**src/rtl/adder_op_issuer.sv**
```systemverilog
// rtl/adder_op_issuer.sv - operand issuer and result checker for a fixed-latency adder
//
// Ports:
//   clk, rst                 clock and synchronous active-high reset
//   cmd_valid/cmd_ready      operand pair push into the operand FIFO
//   cmd_a, cmd_b             operand pair
//   start, num_ops           run start pulse and operation count (sampled in IDLE)
//   in_valid, data_in0/1     operand beat driven to the adder
//   out_valid, data_out      result beat returned by the adder
//   busy, done               run status and end-of-run pulse
//   pass_cnt, err_cnt        saturating match / error event counters
//   err_flags                sticky {spurious, missing, mismatch}
module adder_op_issuer #(
    parameter int WIDTH   = 9,
    parameter int DEPTH   = 4,
    parameter int LATENCY = 1
) (
    input  logic             clk,
    input  logic             rst,
    input  logic             cmd_valid,
    output logic             cmd_ready,
    input  logic [WIDTH-1:0] cmd_a,
    input  logic [WIDTH-1:0] cmd_b,
    input  logic             start,
    input  logic [7:0]       num_ops,
    output logic             in_valid,
    output logic [WIDTH-1:0] data_in0,
    output logic [WIDTH-1:0] data_in1,
    input  logic             out_valid,
    input  logic [WIDTH:0]   data_out,
    output logic             busy,
    output logic             done,
    output logic [15:0]      pass_cnt,
    output logic [15:0]      err_cnt,
    output logic [2:0]       err_flags
);

    localparam int AW = $clog2(DEPTH);

    typedef enum logic [1:0] {
        S_IDLE,
        S_ISSUE,
        S_DRAIN,
        S_DONE
    } state_t;

    state_t state, state_next;

    // ------------------------------------------------------------------
    // Operand FIFO
    // ------------------------------------------------------------------
    logic [2*WIDTH-1:0] fifo_mem [DEPTH];
    logic [AW-1:0]      wr_ptr;
    logic [AW-1:0]      rd_ptr;
    logic [AW:0]        fifo_count;
    logic [AW:0]        fifo_count_next;
    logic               fifo_full;
    logic               fifo_empty;
    logic               push;
    logic               pop;

    // Full is registered so cmd_ready never depends on a same-cycle pop.
    assign cmd_ready  = !fifo_full;
    assign fifo_empty = (fifo_count == '0);
    assign push       = cmd_valid && cmd_ready;

    always_comb begin
        fifo_count_next = fifo_count;
        if (push && !pop) begin
            fifo_count_next = fifo_count + 1'b1;
        end else if (pop && !push) begin
            fifo_count_next = fifo_count - 1'b1;
        end
    end

    always_ff @(posedge clk) begin
        if (rst) begin
            wr_ptr     <= '0;
            rd_ptr     <= '0;
            fifo_count <= '0;
            fifo_full  <= 1'b0;
        end else begin
            if (push) begin
                wr_ptr <= wr_ptr + 1'b1;
            end
            if (pop) begin
                rd_ptr <= rd_ptr + 1'b1;
            end
            fifo_count <= fifo_count_next;
            fifo_full  <= (fifo_count_next == (AW+1)'(DEPTH));
        end
    end

    always_ff @(posedge clk) begin
        if (push) begin
            fifo_mem[wr_ptr] <= {cmd_a, cmd_b};
        end
    end

    // ------------------------------------------------------------------
    // Expectation pipe: one stage per cycle of adder latency
    // ------------------------------------------------------------------
    logic [LATENCY-1:0] pipe_v;
    logic [WIDTH:0]     pipe_d [LATENCY];
    logic               tap_v;
    logic [WIDTH:0]     tap_d;
    logic               pipe_ahead;

    assign tap_v = pipe_v[LATENCY-1];
    assign tap_d = pipe_d[LATENCY-1];

    always_ff @(posedge clk) begin
        if (rst) begin
            pipe_v <= '0;
            for (int i = 0; i < LATENCY; i++) begin
                pipe_d[i] <= '0;
            end
        end else begin
            pipe_v[0] <= in_valid;
            pipe_d[0] <= {1'b0, data_in0} + {1'b0, data_in1};
            for (int i = 1; i < LATENCY; i++) begin
                pipe_v[i] <= pipe_v[i-1];
                pipe_d[i] <= pipe_d[i-1];
            end
        end
    end

    // Anything still upstream of the tap. The tap itself is checked in the
    // current cycle, so leaving DRAIN now puts done one cycle after it.
    always_comb begin
        pipe_ahead = in_valid;
        for (int i = 0; i < LATENCY - 1; i++) begin
            pipe_ahead = pipe_ahead | pipe_v[i];
        end
    end

    // ------------------------------------------------------------------
    // Run sequencer
    // ------------------------------------------------------------------
    logic [7:0] remaining;
    logic       run_start;

    assign run_start = (state == S_IDLE) && start;

    always_comb begin
        state_next = state;
        pop        = 1'b0;
        case (state)
            S_IDLE: begin
                if (start) begin
                    state_next = S_ISSUE;
                end
            end
            S_ISSUE: begin
                if (remaining == 8'd0) begin
                    state_next = S_DRAIN;
                end else if (!fifo_empty) begin
                    pop = 1'b1;
                end
            end
            S_DRAIN: begin
                if (!pipe_ahead) begin
                    state_next = S_DONE;
                end
            end
            S_DONE: begin
                state_next = S_IDLE;
            end
            default: begin
                state_next = S_IDLE;
            end
        endcase
    end

    always_ff @(posedge clk) begin
        if (rst) begin
            state <= S_IDLE;
        end else begin
            state <= state_next;
        end
    end

    always_ff @(posedge clk) begin
        if (rst) begin
            remaining <= 8'd0;
        end else if (run_start) begin
            remaining <= num_ops;
        end else if (pop) begin
            remaining <= remaining - 8'd1;
        end
    end

    assign busy = (state != S_IDLE);
    assign done = (state == S_DONE);

    // ------------------------------------------------------------------
    // Issue register: data holds its last value between beats
    // ------------------------------------------------------------------
    always_ff @(posedge clk) begin
        if (rst) begin
            in_valid <= 1'b0;
            data_in0 <= '0;
            data_in1 <= '0;
        end else begin
            in_valid <= pop;
            if (pop) begin
                data_in0 <= fifo_mem[rd_ptr][2*WIDTH-1:WIDTH];
                data_in1 <= fifo_mem[rd_ptr][WIDTH-1:0];
            end
        end
    end

    // ------------------------------------------------------------------
    // Result check at the pipe tap; the four cases are mutually exclusive
    // ------------------------------------------------------------------
    logic ev_pass;
    logic ev_mismatch;
    logic ev_missing;
    logic ev_spurious;
    logic ev_err;

    assign ev_pass     = tap_v && out_valid && (data_out == tap_d);
    assign ev_mismatch = tap_v && out_valid && (data_out != tap_d);
    assign ev_missing  = tap_v && !out_valid;
    assign ev_spurious = !tap_v && out_valid;
    assign ev_err      = ev_mismatch || ev_missing || ev_spurious;

    always_ff @(posedge clk) begin
        if (rst || run_start) begin
            pass_cnt  <= 16'd0;
            err_cnt   <= 16'd0;
            err_flags <= 3'b000;
        end else begin
            if (ev_pass && (pass_cnt != 16'hFFFF)) begin
                pass_cnt <= pass_cnt + 16'd1;
            end
            if (ev_err && (err_cnt != 16'hFFFF)) begin
                err_cnt <= err_cnt + 16'd1;
            end
            err_flags <= err_flags | {ev_spurious, ev_missing, ev_mismatch};
        end
    end

endmodule

```
**config.mk**
```make
export PLATFORM = sky130hd
export DESIGN_NAME = adder_op_issuer
export DESIGN_NICKNAME = d
export VERILOG_FILES = /design/src/rtl/adder_op_issuer.sv
export SDC_FILE = /design/constraint.sdc
export NUM_CORES = 1
export LEC_CHECK = 0
export ABC_AREA = 1
export CORE_MARGIN = 1.5
export CORE_UTILIZATION = 30
export DETAILED_ROUTE_END_ITERATION = 10
export SYNTH_ARGS = -nofsm -noshare
export SYNTH_HDL_FRONTEND = slang
export SYNTH_SLANG_ARGS = --single-unit
```
**constraint.sdc**
```tcl
create_clock -name clk -period 2.8 [get_ports clk]
set_clock_uncertainty 0.2 [all_clocks]
set_input_delay 0.56 -clock clk [delete_from_list [all_inputs] [get_ports clk]]
set_output_delay 0.56 -clock clk [all_outputs]
set_load 0.05 [all_outputs]
```
==> results.toml, run 1 <==
[clock_network]
post-cts-setup-buffer-count = 0
root_buffer = "clkbuf_16"
cts_buffers = 17
cts_tree = "yes"
cts_num_sinks = 155
hold_buffers = 0
clock_path_buffers = 2
h-tree-depth = 4
path_clk_slew_ns = 0.07
cts.repair.resized = 0
clk_latency_ns = 0.43

[placement]
hpwl_um = 12560
placed_area_sq_mm = 0.008671
place_congestion = 0.8336
io_buffers = 97
place_ws_ns = 0.2415

[logic_synthesis]
synth_xor_area_share_pct = 3.356
synth_compound_area_share_pct = 12.04
synth-seq-cells = 155
netlist_instances = 846
synth_area_per_cell_sq_um = 8.637
synth_cell_types = 39
ys_warn_count = 0
synth_top_family_by_area = "simple AND/OR/NAND/NOR gates"
synth-simple-area-share_pct = 21.35
ys_seq_area_share_pct = 52.33
syn-num-nets = 913
synth_mux_area_share_pct = 0
synth_fa_ha_area_share_pct = 4.555
synth_area_sq_mm = 0.007307

[critical_path]
critPathKind = "reg2out"
cp-end-kind = "primary output"
rrSetupSlack_ns = 0.44
r2r-start = "fifo_count[0]$_SDFF_PP0_"
crit_path_end = "done"
ff2ff_path_depth = 9
worstPathRequired_ns = 2.04
worst_r2r_endpoint = "rd_ptr[1]$_SDFFE_PP0P_"
crit_fanout = 4
startpoint = "state[0]$_SDFFE_PP0P_"
cp-start-kind = "register"
worstPathArrival_ns = 1.76

[grt]
antenna_found_initial = 0
grt_usage_pct = 14.59
grt_pass1_vias = 5668
grt_overflow = 0
grt_pass1_wl_um = 29570
grt_max_degree = 38

[die]
die_h_um = 159.1
pin_count = 98
core_region_area_sq_mm = 0.02368
rows = 56
die_w_um = 159.1
start_util_pct = 30.85
dieArea_sq_mm = 0.02530

[power]
powerDensity_mw_per_mm2 = 758.4
p_leak_nw = 3.402
ir_drop_v = 0.0003836
power_mw = 7.060

[final_layout]
fin_area_sq_mm = 0.009309
final_cell_mix = "nand2_1 (163), clkdlybuf4s50_1 (96), nor2_1 (94)"
nFillCells = 2475
layout_commonest_cell = "nand2_1"
syn_to_final_growth_pct = 27.40
layout-drive-gt1-share_pct = 6.361
antenna_cells = 0
final_nets = 1013

[sta]
fin_ws_ns = 0.2805
worst_pin_slew_ns = 0.9606
setup_viol = 0
finalHoldViolCount = 0
maxSlewViolCount = 0
rsz0062_at_grt = "no"
fmax_ghz = 0.3969
fin_crit_ns = 2.519
min_period_over_period_pct = 89.98
fin_tns_setup_ns = 0
max-slew-margin-rel_pct = 35.57

[routing]
wire_per_inst_um = 14.15
drc = 0
drt_first_pass_iters = 4
drt_iter0_markers = 354
via_per_inst = 4.712
wl_um = 18080
num_vias = 6022
ant_nets = 0

[outcome]
outcome = "finished, final reports clean"

[min_path]
worstHoldStart = "remaining[1]$_SDFFE_PP0P_"
hold_path_class = "reg2reg"

[run]
timing.max_cap.violations = 0
[final cells by class]
type                    instances  area, sq um  share of cell area [%]
repair buffers                116         1129                   12.12
well taps                     319        399.1                   4.288
clock buffers                  17        425.4                   4.570
flip-flops and latches        155         3824                   41.08
multi-input cells             575         3018                   32.42
inverters                      81        304.0                   3.266
clock inverters                15        210.2                   2.258
[registers in the layout, indices dropped and copies added, names as in the netlist]
| register | flops |
|---|---|
| fifo_mem | 72 |
| err_cnt | 16 |
| pass_cnt | 16 |
| pipe_d | 10 |
| data_in0 | 9 |
| data_in1 | 9 |
| remaining | 8 |
| err_flags | 3 |
| fifo_count | 3 |
| rd_ptr | 2 |
| state | 2 |
| wr_ptr | 2 |
| fifo_full | 1 |
| in_valid | 1 |
| pipe_v | 1 |
[worst max-delay path: stages (launching register included)]
cell and delay, ns:
dfxtp_1 0.39, ha_1 0.16, clkdlybuf4s50_1 0.79
[through the flow]
stage	instances	util [%]	hold WS, ns
6_report	1278	39.31	0.2706
5_1_grt	1278	39.31	0.2944
4_1_cts	1278	39.30	0.2760
3_5_place_dp	1246	36.61	0.2641
3_3_place_gp	1246	36.61	0.2554
2_1_floorplan	846	-	0.2437
[kinds of logic after synthesis]
kind of cell	after synthesis
simple gates	355
compound gates	166
flops	155
buf+inv	116
xor+xnor	28
fa+ha+maj	26
[cell usage after synthesis]
cell,n,area (sq um)
a211oi_1,1,7.510
a21o_1,1,7.510
a21oi_1,74,370.4
a221oi_1,1,8.760
a31o_2,1,8.760
a31oi_1,2,12.51
and2_1,1,6.260
buf_1,2,7.510
buf_2,6,30.03
buf_4,1,7.510
buf_6,1,11.26
buf_8,1,15.01
clkbuf_1,24,90.09
clkinv_1,3,11.26
dfxtp_1,83,1662
edfxtp_1,72,2162
fa_1,1,20.02
ha_1,25,312.8
inv_1,77,289.0
inv_2,1,3.750
nand2_1,163,611.8
nand3_1,33,165.2
nand3_2,2,20.02
nand3_4,1,17.52
nand3b_1,4,30.03
nand4_1,39,244.0
nand4_2,1,12.51
nor2_1,94,352.8
nor2_2,3,18.77
nor3_1,10,50.05
nor3_2,1,10.01
nor3b_1,2,15.01
o211ai_1,3,22.52
o21ai_0,63,315.3
o22ai_1,19,118.9
o31ai_1,1,7.510
or2_0,1,6.260
xnor2_1,10,87.58
xor2_1,18,157.7
[where the power goes]
group	leakage, nW	internal, mW	total, mW	switching, mW
clock network	0.308	1.31	2.41	1.10
logic	1.76	0.632	1.85	1.22
registers	1.33	2.62	2.80	0.180
[routing by layer]
metal | wire length (um) | part of all wire, % | vias to the layer above | GRT usage [%]
met3 | 894 | 4.9 | 9 | 3.282
met4 | 108 | 0.60 | 0 | 3.516
met1 | 8675 | 48 | 2792 | 19.40
met2 | 8403 | 46 | 134 | 24.02
li1 | - | - | 3087 | -
met5 | 0 | 0 | - | 0
[worst min-delay path by stage]
stage	depth (start not counted)	to	slack (ns)
after floorplan	2	remaining[1]$_SDFFE_PP0P_	0.24
after global placement	2	remaining[1]$_SDFFE_PP0P_	0.26
after detailed placement	2	err_flags[0]$_SDFF_PP0_	0.26
after CTS	2	remaining[1]$_SDFFE_PP0P_	0.28
after global routing	2	remaining[1]$_SDFFE_PP0P_	0.29
final	2	remaining[1]$_SDFFE_PP0P_	0.27
No activity file was read; power rests on OpenSTA's default activity.
==> run 2, diff against run 1 <==
- DONT_BUFFER_PORTS: unset -> 1
- clock period: 2.8 -> 2.52 ns (I/O delays scaled with it)
==> run 2 against run 1 <==
Flip-flop and latch count stayed put. Via count is 1.0% lower. Total power is 9.2% higher. First-iteration DRC count is 16% higher. Sequential share of layout area is 2.0 points higher. Critical path type unchanged. Highest routed layer unchanged.
==> results.toml, run 2 (synthesis results as in run 1) <==
[critical_path]
worst_r2r_endpoint = "err_cnt[14]$_SDFFE_PP0P_"
startpoint = "state[0]$_SDFFE_PP0P_"
critPathKind = "reg2out"
ff2ff_path_depth = 8
rrSetupSlack_ns = 0.37
cp-end-kind = "primary output"
worstPathArrival_ns = 1.46
worstPathRequired_ns = 1.82
crit_fanout = 4
cp-start-kind = "register"
r2r-start = "err_cnt[0]$_SDFFE_PP0P_"

[power]
p_leak_nw = 3.383
powerDensity_mw_per_mm2 = 868.3
ir_drop_v = 0.0004346

[die]
pin_count = 98
dieArea_sq_mm = 0.02530
die_h_um = 159.1
core_region_area_sq_mm = 0.02368
rows = 56
start_util_pct = 30.85
die_w_um = 159.1

[sta]
fin_crit_ns = 2.161
holdWs_ns = 0.03213
max-slew-margin-rel_pct = 32.11
fin_tns_setup_ns = 0
worst_pin_slew_ns = 1.015
finalHoldViolCount = 0
fmax_ghz = 0.4628
maxSlewViolCount = 0
setup_viol = 0
min_period_over_period_pct = 85.74
rsz0062_at_grt = "no"

[routing]
wire_per_inst_um = 14.34
wl_um = 17940
route.met3.wl_um = 1362
drt_iter0_markers = 411
wl_met2_um = 8199
ant_nets = 0
num_vias = 5959
drc = 0
drt_first_pass_iters = 5
via_per_inst = 4.763
met1_length_um = 8131
highest_layer = "met4"

[clock_network]
cts.repair.resized = 0
cts_tree = "yes"
clock_path_buffers = 2
clk_latency_ns = 0.43
h-tree-depth = 4
cts_buffers = 17
path_clk_slew_ns = 0.07
cts_num_sinks = 155
root_buffer = "clkbuf_16"

[final_layout]
fin_area_sq_mm = 0.008877
antenna_cells = 0
final_nets = 986
final_cell_mix = "nand2_1 (163), nor2_1 (94), dfxtp_1 (83)"
layout.cells.non_filler = 1251
layout-drive-gt1-share_pct = 12.02
layout_commonest_cell = "nand2_1"
largest_register_ffs = 72
regMostFlops = "fifo_mem"
syn_to_final_growth_pct = 21.49
layout.area.seq_sq_mm = 0.003824
top_regs = "fifo_mem: 72 flops, err_cnt: 16 flops, pass_cnt: 16 flops"
multi_input_comb_area_sq_mm = 0.003018
nFillCells = 2463

[placement]
dp_cells = 1200
io_buffers = 0
placed_area_sq_mm = 0.008070
hpwl_um = 12450
place_congestion = 0.8379

[grt]
grt_pass1_wl_um = 28680
grt_overflow = 0
grt_max_degree = 38
antenna_found_initial = 0
grt_pass1_vias = 5533
grt_usage_pct = 14.32

[min_path]
whs_endpoint = "remaining[0]$_SDFFE_PP0P_"
hold_path_class = "in2reg"
worstHoldStart = "num_ops[0]"
min_path_cells = 2

[outcome]
outcome = "finished, final reports clean"

[run]
timing.max_cap.violations = 0
==> run 2: area by class of cell <==
cell class                 count  share of cell area (%)
clock buffer                  17                   4.792
sequential                   155                   43.07
clock inverter                15                   2.156
multi-input combinational    575                   34.00
timing repair buffer          89                   8.062
inverter                      81                   3.425
tap                          319                   4.496
==> run 2: layer usage <==
layer  vias up  global-route usage [%]
li1       3029                       -
met1      2746                   17.85
met2       167                   23.34
met3        17                   5.053
met4         0                   4.074
met5         -                       0
==> run 2: where the power goes <==
part           internal (mW)  switching [mW]
clock                   1.43            1.19
combinational          0.618            1.37
sequential              2.91           0.191
==> run 2: worst max-delay path by stage <==
stage                               endpoint  slack [ns]  cells after the start
global route         err_cnt[4]$_SDFFE_PP0P_        0.12                      8
floorplan           fifo_mem[0][0]$_DFFE_PP_        0.20                      4
global placement     pipe_d[0][6]$_SDFF_PP0_        0.53                     10
CTS                                     busy        0.33                      3
detailed placement  err_cnt[15]$_SDFFE_PP0P_        0.41                      8
finish                                  busy        0.36                      3
==> run 2: per-stage QoR <==
stage,total power [mW],worst slack [ns],util (%)
CTS,7.795,0.3337,37.48
global route,8.161,0.1250,37.48
finish,7.708,0.3593,37.48
floorplan,4.567,0.2050,-
global placement,5.076,0.5298,34.08
detailed placement,5.106,0.4092,34.08
==> run 2: worst max-delay path, cell delays in order, from the launching register on <==
cell     delay, ns
dfxtp_1       0.38
inv_1         0.09
ha_1          0.22
inv_1         0.34
==> run 2: timing repair <==
| action | CTS | global route |
|---|---|---|
| endpoints found under the hold margin | 95 | 0 |
| hold buffers | 19 | 0 |
| buffers inserted | 0 | 0 |
